**src/rtl/kernel_bank_ctrl.sv**
```systemverilog
// Kernel bank controller: assembles row-streamed KxK kernels into an N-deep FIFO of banks
// and presents the head kernel to a consumer until it is released.
module kernel_bank_ctrl #(
   parameter int unsigned K_DIM  = 3,
   parameter int unsigned M_BITS = 16,
   parameter int unsigned N_BANK = 2
) (
   input  logic                                        clk,
   input  logic                                        rst,
   input  logic [K_DIM-1:0][M_BITS-1:0]                in_data,
   input  logic                                        in_valid,
   output logic                                        in_ready,
   input  logic                                        in_last,
   output logic [K_DIM-1:0][K_DIM-1:0][M_BITS-1:0]     out_data,
   output logic                                        out_valid,
   input  logic                                        out_release,
   input  logic                                        flush,
   output logic [$clog2(N_BANK+1)-1:0]                 k_count,
   output logic                                        err_short,
   output logic                                        err_long
);

   localparam int unsigned ROW_W = (K_DIM > 1) ? $clog2(K_DIM) : 1;
   localparam int unsigned PTR_W = $clog2(N_BANK);
   localparam int unsigned CNT_W = $clog2(N_BANK + 1);

   localparam logic [ROW_W-1:0] L_ROW_LAST = ROW_W'(K_DIM - 1);
   localparam logic [PTR_W-1:0] L_PTR_LAST = PTR_W'(N_BANK - 1);
   localparam logic [CNT_W-1:0] L_FULL     = CNT_W'(N_BANK);

   typedef enum logic [0:0] {StLoad, StDiscard} state_e;

   state_e                                      r_state, w_state_d;
   logic [ROW_W-1:0]                            r_row, w_row_d;
   logic [PTR_W-1:0]                            r_wr_ptr, w_wr_ptr_d;
   logic [PTR_W-1:0]                            r_rd_ptr, w_rd_ptr_d;
   logic [CNT_W-1:0]                            r_k_count, w_k_count_d;
   logic                                        r_err_short, w_err_short_d;
   logic                                        r_err_long, w_err_long_d;
   logic [K_DIM-1:0][K_DIM-1:0][M_BITS-1:0]     r_bank [N_BANK];

   logic w_accept;
   logic w_pop;
   logic w_commit;
   logic w_wr_en;

   // Wrap explicitly so non-power-of-two bank counts cycle correctly.
   function automatic logic [PTR_W-1:0] f_ptr_inc(input logic [PTR_W-1:0] p);
      return (p == L_PTR_LAST) ? '0 : p + 1'b1;
   endfunction

   assign in_ready  = !rst && ((r_state == StDiscard) || (r_k_count != L_FULL));
   assign out_valid = (r_k_count != '0);
   assign out_data  = r_bank[r_rd_ptr];
   assign k_count   = r_k_count;
   assign err_short = r_err_short;
   assign err_long  = r_err_long;

   assign w_accept = in_valid && in_ready;
   assign w_pop    = out_release && out_valid && !flush;

   always_comb begin
      w_state_d     = r_state;
      w_row_d       = r_row;
      w_commit      = 1'b0;
      w_wr_en       = 1'b0;
      w_err_short_d = 1'b0;
      w_err_long_d  = 1'b0;
      if (flush) begin
         w_row_d   = '0;
         // A half-loaded packet still has rows in flight; swallow them up to its last beat.
         w_state_d = ((r_state == StDiscard) || (r_row != '0)) ? StDiscard : StLoad;
      end else if (w_accept) begin
         unique case (r_state)
            StLoad: begin
               w_wr_en = 1'b1;
               if (in_last) begin
                  w_row_d = '0;
                  if (r_row == L_ROW_LAST) w_commit = 1'b1;
                  else w_err_short_d = 1'b1;
               end else if (r_row == L_ROW_LAST) begin
                  w_row_d      = '0;
                  w_state_d    = StDiscard;
                  w_err_long_d = 1'b1;
               end else begin
                  w_row_d = r_row + 1'b1;
               end
            end
            StDiscard: begin
               if (in_last) w_state_d = StLoad;
            end
            default: w_state_d = StLoad;
         endcase
      end
   end

   always_comb begin
      w_wr_ptr_d  = r_wr_ptr;
      w_rd_ptr_d  = r_rd_ptr;
      w_k_count_d = r_k_count;
      if (flush) begin
         w_wr_ptr_d  = '0;
         w_rd_ptr_d  = '0;
         w_k_count_d = '0;
      end else begin
         if (w_commit) w_wr_ptr_d = f_ptr_inc(r_wr_ptr);
         if (w_pop) w_rd_ptr_d = f_ptr_inc(r_rd_ptr);
         unique case ({w_commit, w_pop})
            2'b10:   w_k_count_d = r_k_count + 1'b1;
            2'b01:   w_k_count_d = r_k_count - 1'b1;
            default: w_k_count_d = r_k_count;
         endcase
      end
   end

   always_ff @(posedge clk) begin
      if (rst) begin
         r_state     <= StLoad;
         r_row       <= '0;
         r_wr_ptr    <= '0;
         r_rd_ptr    <= '0;
         r_k_count   <= '0;
         r_err_short <= 1'b0;
         r_err_long  <= 1'b0;
         for (int b = 0; b < N_BANK; b++) r_bank[b] <= '0;
      end else begin
         r_state     <= w_state_d;
         r_row       <= w_row_d;
         r_wr_ptr    <= w_wr_ptr_d;
         r_rd_ptr    <= w_rd_ptr_d;
         r_k_count   <= w_k_count_d;
         r_err_short <= w_err_short_d;
         r_err_long  <= w_err_long_d;
         if (w_wr_en) r_bank[r_wr_ptr][r_row] <= in_data;
      end
   end

endmodule
```
**config.mk**
```make
export PLATFORM = sky130hd
export DESIGN_NAME = kernel_bank_ctrl
export DESIGN_NICKNAME = d
export VERILOG_FILES = /design/src/rtl/kernel_bank_ctrl.sv
export SDC_FILE = /design/constraint.sdc
export NUM_CORES = 1
export LEC_CHECK = 0
export CAP_MARGIN = 10
export CORE_ASPECT_RATIO = 1.25
export CORE_UTILIZATION = 25
export DETAILED_ROUTE_END_ITERATION = 10
export DONT_BUFFER_PORTS = 1
export GPL_TIMING_DRIVEN = 0
export SLEW_MARGIN = 25
export SYNTH_ARGS = -nofsm -noshare
export SYNTH_HDL_FRONTEND = slang
export SYNTH_SLANG_ARGS = --single-unit
```
**constraint.sdc**
```tcl
create_clock -name clk -period 5 [get_ports clk]
set_input_delay 0 -clock clk [delete_from_list [all_inputs] [get_ports clk]]
set_output_delay 0 -clock clk [all_outputs]
set_load 0.05 [all_outputs]
```
After elaboration in Yosys (flattened, before gate mapping)
Memory sizes are Yosys's and may differ from the RTL's. A register that Yosys moved wholly into a read port is not among the register bits.
Index checks and enable logic that the tools add are counted.
{"block": "classes", "n_addsub": 5, "order_cmp": 2, "n_eq_ne": 4, "muxes": 32, "n_bitwise": 3, "reduce_logical": 18}
{"operator": "144-bit 2-to-1 mux", "n": 3}
{"operator": "144-bit OR reduction", "n": 1}
{"operator": "48-bit demux with 2-bit select", "n": 1}
{"operator": "48-bit 2-to-1 mux", "n": 1}
{"operator": "1-bit 2-to-1 mux", "n": 23}
{"operator": "2-bit nonzero test", "n": 4}
{"operator": "1-bit logical AND", "n": 5}
{"operator": "5-bit OR reduction", "n": 1}
{"operator": "2-bit by 1-bit adder with 2-bit output (second input constant)", "n": 2}
{"operator": "2-bit equality test (second input constant)", "n": 2}
{"operator": "2-bit 2-to-1 mux", "n": 2}
{"operator": "2-bit one-hot mux with 2 select lines", "n": 1}
{"operator": "4-bit OR reduction", "n": 1}
{"operator": "2-bit by 3-bit < comparator with 1-bit output (second input constant)", "n": 1}
{"operator": "1-bit NOT", "n": 3}
{"operator": "1-bit adder (second input constant)", "n": 2}
{"operator": "2-bit by 1-bit equality test with 1-bit output (second input constant)", "n": 1}
{"operator": "2-bit by 1-bit greater-or-equal comparator with 1-bit output (second input constant)", "n": 1}
{"operator": "1-bit logical NOT", "n": 2}
{"operator": "1-bit logical OR", "n": 2}
{"operator": "2-bit inequality test (second input constant)", "n": 1}
{"operator": "1-bit one-hot mux with 2 select lines", "n": 1}
{"operator": "2-bit AND reduction", "n": 1}
{"operator": "2-bit OR reduction", "n": 1}
{"operator": "2-bit by 1-bit subtractor with 2-bit output (second input constant)", "n": 1}
{"block": "word_totals", "register_bits": 9, "mem_bits_rw": 288, "inputBits": 54, "output_inout_bits": 150, "elab_cells": 72, "memories": 1}
{"memory": "r_bank", "depth": 2, "width": 144, "read_ports": 1, "rd_clocked_by_memory_dff": 1, "wr": 2, "line_no": "40", "rtl": "logic [K_DIM-1:0][K_DIM-1:0][M_BITS-1:0] r_bank [N_BANK];"}

Depth between registers and ports, before layout
Gate-level depths: netlist of the first run.
{"block": "logic_depth", "word_depth": 11, "ltp_mapped": 7, "ltp_nobuf": 6}

Least setup slack after synthesis of the first run
Ideal clock, no wire load.
{"block": "synth_path", "path_kind": "register to register", "start": "reg r_k_count[0] (netlist: k_count[0])", "end": "mem r_bank[0][100] in the netlist's numbering (enable)", "setup_time_ns": 0.464, "arrival_time_ns": 3.667, "required_time_ns": 4.536, "path_slack_ns": 0.869, "stages_incl_launch_ff": 6, "n_path_buf": 2, "synth_period_minus_slack_ns": 4.131, "path_cell_list": "dfxtp_1 -> nand2b_1 -> buf_2 -> nand3_2 -> buf_2 -> o21bai_1"}
{"element": "start, declared", "line_no": "37", "rtl": "logic [CNT_W-1:0] r_k_count, w_k_count_d;"}
{"element": "start signal, assigned", "line_no": "131", "rtl": "r_k_count <= w_k_count_d;"}
{"element": "end, declared", "line_no": "40"}

==> results_dict.tcl, run 1 <==
set metrics [dict create \
    ir_worst_vdd_mv 0.275 \
    vias_per_cell 4.55 \
    path_max_fanout 12 \
    r2r_end "r_bank[0][59]" \
    drc 0 \
    wl_mm 40.8 \
    synthesis.nets 1000 \
    track_usage 0.160 \
    cp-start-kind "register" \
    finalHoldViolCount 0 \
    synthCells 945 \
    async_reset_ff_frac 0 \
    fin_nets 1111 \
    slew_viol_final 0 \
    syn_area_um2 12600 \
    grt-ovfl-total 0 \
    cts.path.max_buffers 3 \
    r2r_slack_ns 1.87 \
    grt_pass1_vias 8329 \
    hold_ws_ns 0.0463 \
    maxCapViolCount 0 \
    n_antenna_cell 0 \
    hold_end "r_state" \
    finalSetupViolCount 0 \
    p_total_w 0.00589 \
    clkLatencyLatePin_ns 0.55 \
    use_met2 0.284 \
    cp.arrival_ns 3.37 \
    clock_skew_ns 0.0176 \
    p_leak_nw 5.42 \
    fin_tns_setup_ns 0 \
    clk_pin_slew_ns 0.06 \
    n_fill_cell 4939 \
    core_um2 49500 \
    first_pass_iters 7 \
    ys_seq_area_frac 0.704 \
    std_cell_rows 91 \
    min_path_cells 2 \
    drive_gt1_frac 0.231 \
    synth_seq_cells 298 \
    routedWlPerCell_um 23.5 \
    synth_flop_cell "edfxtp_1" \
    fmaxAchievable_mhz 320 \
    io_pins 204 \
    synth_cell_types 34 \
    hold_class "input port to register" \
    reg2reg_from "k_count[0]" \
    area_delta_synth_final_pct 24.5 \
    die_h_um 253 \
    yosys_warnings 0 \
    tightestPinTransition_ns 1.06 \
    cp-end-kind "register" \
    dp_hpwl_mm 27.9 \
    dp_slack_ns 1.86 \
    path_class "register to register" \
    cts_setup_buffers 0 \
    worstHoldStart "rst" \
    cts.sinks 298 \
    dr.first_iter.drc_count 513 \
    cts_max_level 2 \
    ant_nets 0 \
    die-area_um2 51200 \
    ctsResizeCount 0 \
    finalNonFillerCells 1733 \
    grt_use_met1 0.184 \
    period_share 0.626 \
    gp_congestion 0.741 \
    fin_crit_ns 3.13 \
    die-width_um 203 \
    top_usage_layer "met2" \
    synth_edf_count 288 \
    rsz0062_at_grt "no" \
    setup_ws_ns 1.87 \
    cts_tree "built" \
    avgSynthCellArea_um2 13.3 \
    met3_usage 0.0469 \
    power.density_nw_per_um2 376 \
    cts_hold_buffers 56 \
    cts_buffers 34 \
    grt_max_degree 18 \
    vias 7884 \
    port-buffer-count 0 \
    antenna_found_initial 1 \
    relSlewSlack 0.294 \
    initial_utilization 0.254 \
    crit_required_ns 5.24 \
    status "finished clean" \
    grt_pass1_wl_mm 57.9 \
    reg2reg_depth 8 \
    cts-root-buf "clkbuf_16" \
    place_inst 1615 \
]
==> worst max-delay path, cell delays in order (launching register included) <==
cell and delay [ns]:
dfxtp_1 0.77, nand2b_1 0.18, buf_2 0.22, nand3_2 0.29, buf_2 0.35, o21bai_4 0.44
buf_8 0.22, buf_16 0.17, buf_16 0.16
==> logic make-up (layout without fill, tap and decap cells) <==
group,Yosys count,after routing,share of synthesized area
compound gates,17,17,0.00886
xor+xnor,3,3,0.00209
fa+ha+maj,1,1,0.000995
buf+inv,64,201,0.0224
flops,298,298,0.704
mux,145,145,0.130
simple gates,417,417,0.132
==> layout by cell type (no fill, tap or decap), drive strengths merged, types with 4 or more instances in the layout <==
cell,n
clkbuf,77
nand4,4
buf,46
mux2,144
dfxtp,10
a21oi,4
clkinv,14
dlygate4sd3,56
nand3,4
nor2,294
edfxtp,288
o21bai,6
nand2,99
clkinvlp,4
==> cell usage after synthesis (all sizes together) (2+ instances only) <==
master / n / area share
nand2: 99 / 0.030
a21oi: 4 / 0.0016
edfxtp: 288 / 0.69
nor4: 2 / 0.0015
nand4: 4 / 0.0020
xor2: 2 / 0.0014
mux2: 144 / 0.13
dfxtp: 10 / 0.016
buf: 27 / 0.011
nor4b: 2 / 0.0024
nor3: 2 / 0.00080
o21ai: 3 / 0.0012
o31ai: 2 / 0.0012
or2: 2 / 0.0010
nand3: 4 / 0.0028
nor2b: 3 / 0.0015
nand2b: 2 / 0.0010
nor2: 294 / 0.088
clkbuf: 35 / 0.010
o21bai: 6 / 0.0036
==> where the power goes <==
| part | internal, W | switching (W) | leakage (nW) |
|---|---|---|---|
| Combinational | 0.000130 | 0.000362 | 1.82 |
| Clock | 0.00151 | 0.00104 | 0.550 |
| Sequential | 0.00282 | 0.0000218 | 3.06 |
==> sequential cells by signal (all words and copies together), names as in the netlist, named ones only <==
register,flops
r_rd_ptr,1
r_row,2
r_wr_ptr,1
k_count,2
r_state,1
err_short,1
r_bank,288
err_long,1
==> how the worst max path moves through the flow <==
stage,startpoint,endpoint,slack (ns),cells after the start
floorplan,k_count[0],r_bank[0][100],0.87,5
global placement,k_count[0],r_bank[0][59],-2.22,5
detailed placement,k_count[0],r_bank[0][67],1.86,8
CTS,k_count[0],r_bank[0][60],1.85,8
global route,k_count[0],r_bank[0][61],1.71,8
finish,k_count[0],r_bank[0][59],1.87,8
==> per-stage QoR <==
step,util,cell area (um2)
floorplan,-,12600
global placement,0.270,13400
detailed placement,0.282,14000
CTS,0.316,15700
global route,0.316,15700
finish,0.316,15700
==> routing by layer <==
| layer | wire length, um | vias up |
|---|---|---|
| li1 | - | 3552 |
| met1 | 16000 | 4003 |
| met2 | 20900 | 264 |
| met3 | 2980 | 63 |
| met4 | 931 | 2 |
| met5 | 12 | - |
==> final cells by class <==
class	instances	area, um2	share of cell area
plain buffers	62	275	0.0176
inverters	2	7.51	0.000480
clock inverters	20	179	0.0114
multi-input cells	583	3510	0.224
well taps	651	815	0.0520
flip-flops and latches	298	8850	0.565
repair buffers	75	1060	0.0679
clock buffers	42	955	0.0610
(Power assumes the default switching activity.)
==> inputs of run 2 (changes only) <==
- clock period: 5 -> 3.05 ns (I/O delays scaled with it)
==> results_dict.tcl, run 2 (same netlist as run 1, synthesis figures left out) <==
set metrics [dict create \
    cp-start-kind "register" \
    finalSetupViolCount 0 \
    vias_per_cell 4.58 \
    p_switching_w 0.00237 \
    routedWlPerCell_um 23.9 \
    ant_nets 0 \
    r2r_end "r_bank[1][16]" \
    clk_pin_slew_ns 0.06 \
    path_class "register to register" \
    fin_nets 1116 \
    place_inst 1615 \
    power.share.clock 0.432 \
    cts.path.max_buffers 3 \
    ff_latch_area_um2 8850 \
    period_share 0.943 \
    status "finished clean" \
    min_path_cells 3 \
    cp-end-kind "register" \
    largest_reg_flops 288 \
    cp.arrival_ns 3.10 \
    layout_common_cells "nor2_1 (294), edfxtp_1 (288), mux2_2 (144)" \
    die-area_um2 51200 \
    cts.sinks 298 \
    p_seq_frac 0.484 \
    power.density_nw_per_um2 615 \
    io_pins 204 \
    slew_viol_final 0 \
    port-buffer-count 0 \
    track_usage 0.161 \
    drc 0 \
    largest-register "r_bank" \
    n_fill_cell 4899 \
    maxCapViolCount 0 \
    area_delta_synth_final_pct 24.8 \
    gp_congestion 0.788 \
    core_um2 49500 \
    reg2reg_from "r_wr_ptr" \
    hold_end "r_bank[0][40]" \
    multiInputGateArea_um2 3510 \
    worstHoldStart "in_data[40]" \
    cts_buffers 34 \
    p_int_w 0.00728 \
    tightestPinTransition_ns 1.00 \
    cts-root-buf "clkbuf_16" \
    die_h_um 253 \
    ir_worst_vdd_mv 0.427 \
    fin_crit_ns 2.88 \
    reg2reg_depth 6 \
    rsz0062_at_grt "no" \
    dp_hpwl_mm 28.2 \
    swShare 0.245 \
    pwr-share-comb 0.084 \
    std_cell_rows 91 \
    fin_tns_setup_ns 0 \
    p_total_w 0.00964 \
    finalHoldViolCount 0 \
    clkLatencyLatePin_ns 0.54 \
    dr.first_iter.drc_count 514 \
    antenna_found_initial 2 \
    relSlewSlack 0.332 \
    crit_required_ns 3.28 \
    initial_utilization 0.254 \
    clock_skew_ns 0.0194 \
    die-width_um 203 \
    path_max_fanout 14 \
    vias 7955 \
    fmaxAchievable_mhz 348 \
    grt-ovfl-total 0 \
    cts_tree "built" \
    hold_class "input port to register" \
    grt_pass1_vias 8299 \
    cts_max_level 2 \
    first_pass_iters 5 \
    finalNonFillerCells 1738 \
    final_common_cell "nor2_1" \
    p_leak_nw 5.44 \
    grt_pass1_wl_mm 58.1 \
    r2r_slack_ns 0.17 \
    wl_mm 41.5 \
    grt_max_degree 17 \
    drive_gt1_frac 0.236 \
]
run 2: changes by cell type in the layout (fill, tap and decap cells not counted), moves of 2 or more:
cell and change:
clkinv_2 -3, inv_6 +2, buf_4 +4, clkinv_4 +2
run 2: power by group through the flow:
stage               Combinational, W  Sequential [W]  Clock, W
floorplan                   0.000518         0.00475         0
global placement            0.000655         0.00476         0
detailed placement          0.000744         0.00475         0
CTS                         0.000824         0.00467   0.00427
global route                0.000847         0.00468   0.00440
finish                      0.000813         0.00466   0.00417
run 2: worst max path at each step:
| stage | start | to | depth (start not counted) |
|---|---|---|---|
| floorplan | k_count[0] | r_bank[0][100] | 5 |
| global placement | r_wr_ptr | r_bank[1][66] | 4 |
| detailed placement | k_count[0] | r_bank[0][66] | 7 |
| CTS | r_wr_ptr | r_bank[1][16] | 6 |
| global route | r_wr_ptr | r_bank[1][7] | 6 |
| finish | r_wr_ptr | r_bank[1][16] | 6 |
run 2: worst max-delay path, stage by stage (launching register included):
cell and delay, ns:
dfxtp_1 0.30, clkbuf_1 0.41, clkinv_2 0.35, clkbuf_1 0.51, o21bai_4 0.57, buf_16 0.22
buf_16 0.18
run 2: what timing repair did:
item,in CTS,in global routing
endpoints found under the hold margin,298,0
hold buffers,56,0
buffers inserted,5,0
endpoints found under the setup margin,139,0
resized for setup,2,0
run 2: per-stage QoR:
stage / cell area, um2 / hold slack [ns] / worst slack [ns] / utilization
after floorplan: 12600 / 0.0724 / -0.0602 / -
after global placement: 13400 / 0.0757 / -2.12 / 0.271
after detailed placement: 13900 / 0.0757 / -0.238 / 0.282
after CTS: 15700 / 0.250 / 0.0705 / 0.317
after global routing: 15700 / 0.277 / 0.00484 / 0.317
final: 15700 / 0.296 / 0.175 / 0.317
run 2: final cells by class:
type	count	share of cell area
Antenna cell	1	0.000159
Buffer	62	0.0175
Clock buffer	43	0.0617
Clock inverter	18	0.00997
Inverter	2	0.000558
Multi-Input combinational cell	583	0.224
Sequential cell	298	0.564
Tap cell	651	0.0519
Timing Repair Buffer	80	0.0704
run 2: per-layer routing:
layer,GRT usage,vias up,share of wire
li1,-,3559,-
met1,0.188,3976,0.39
met2,0.278,343,0.50
met3,0.0442,77,0.074
met4,0.0672,0,0.037
met5,0,-,0
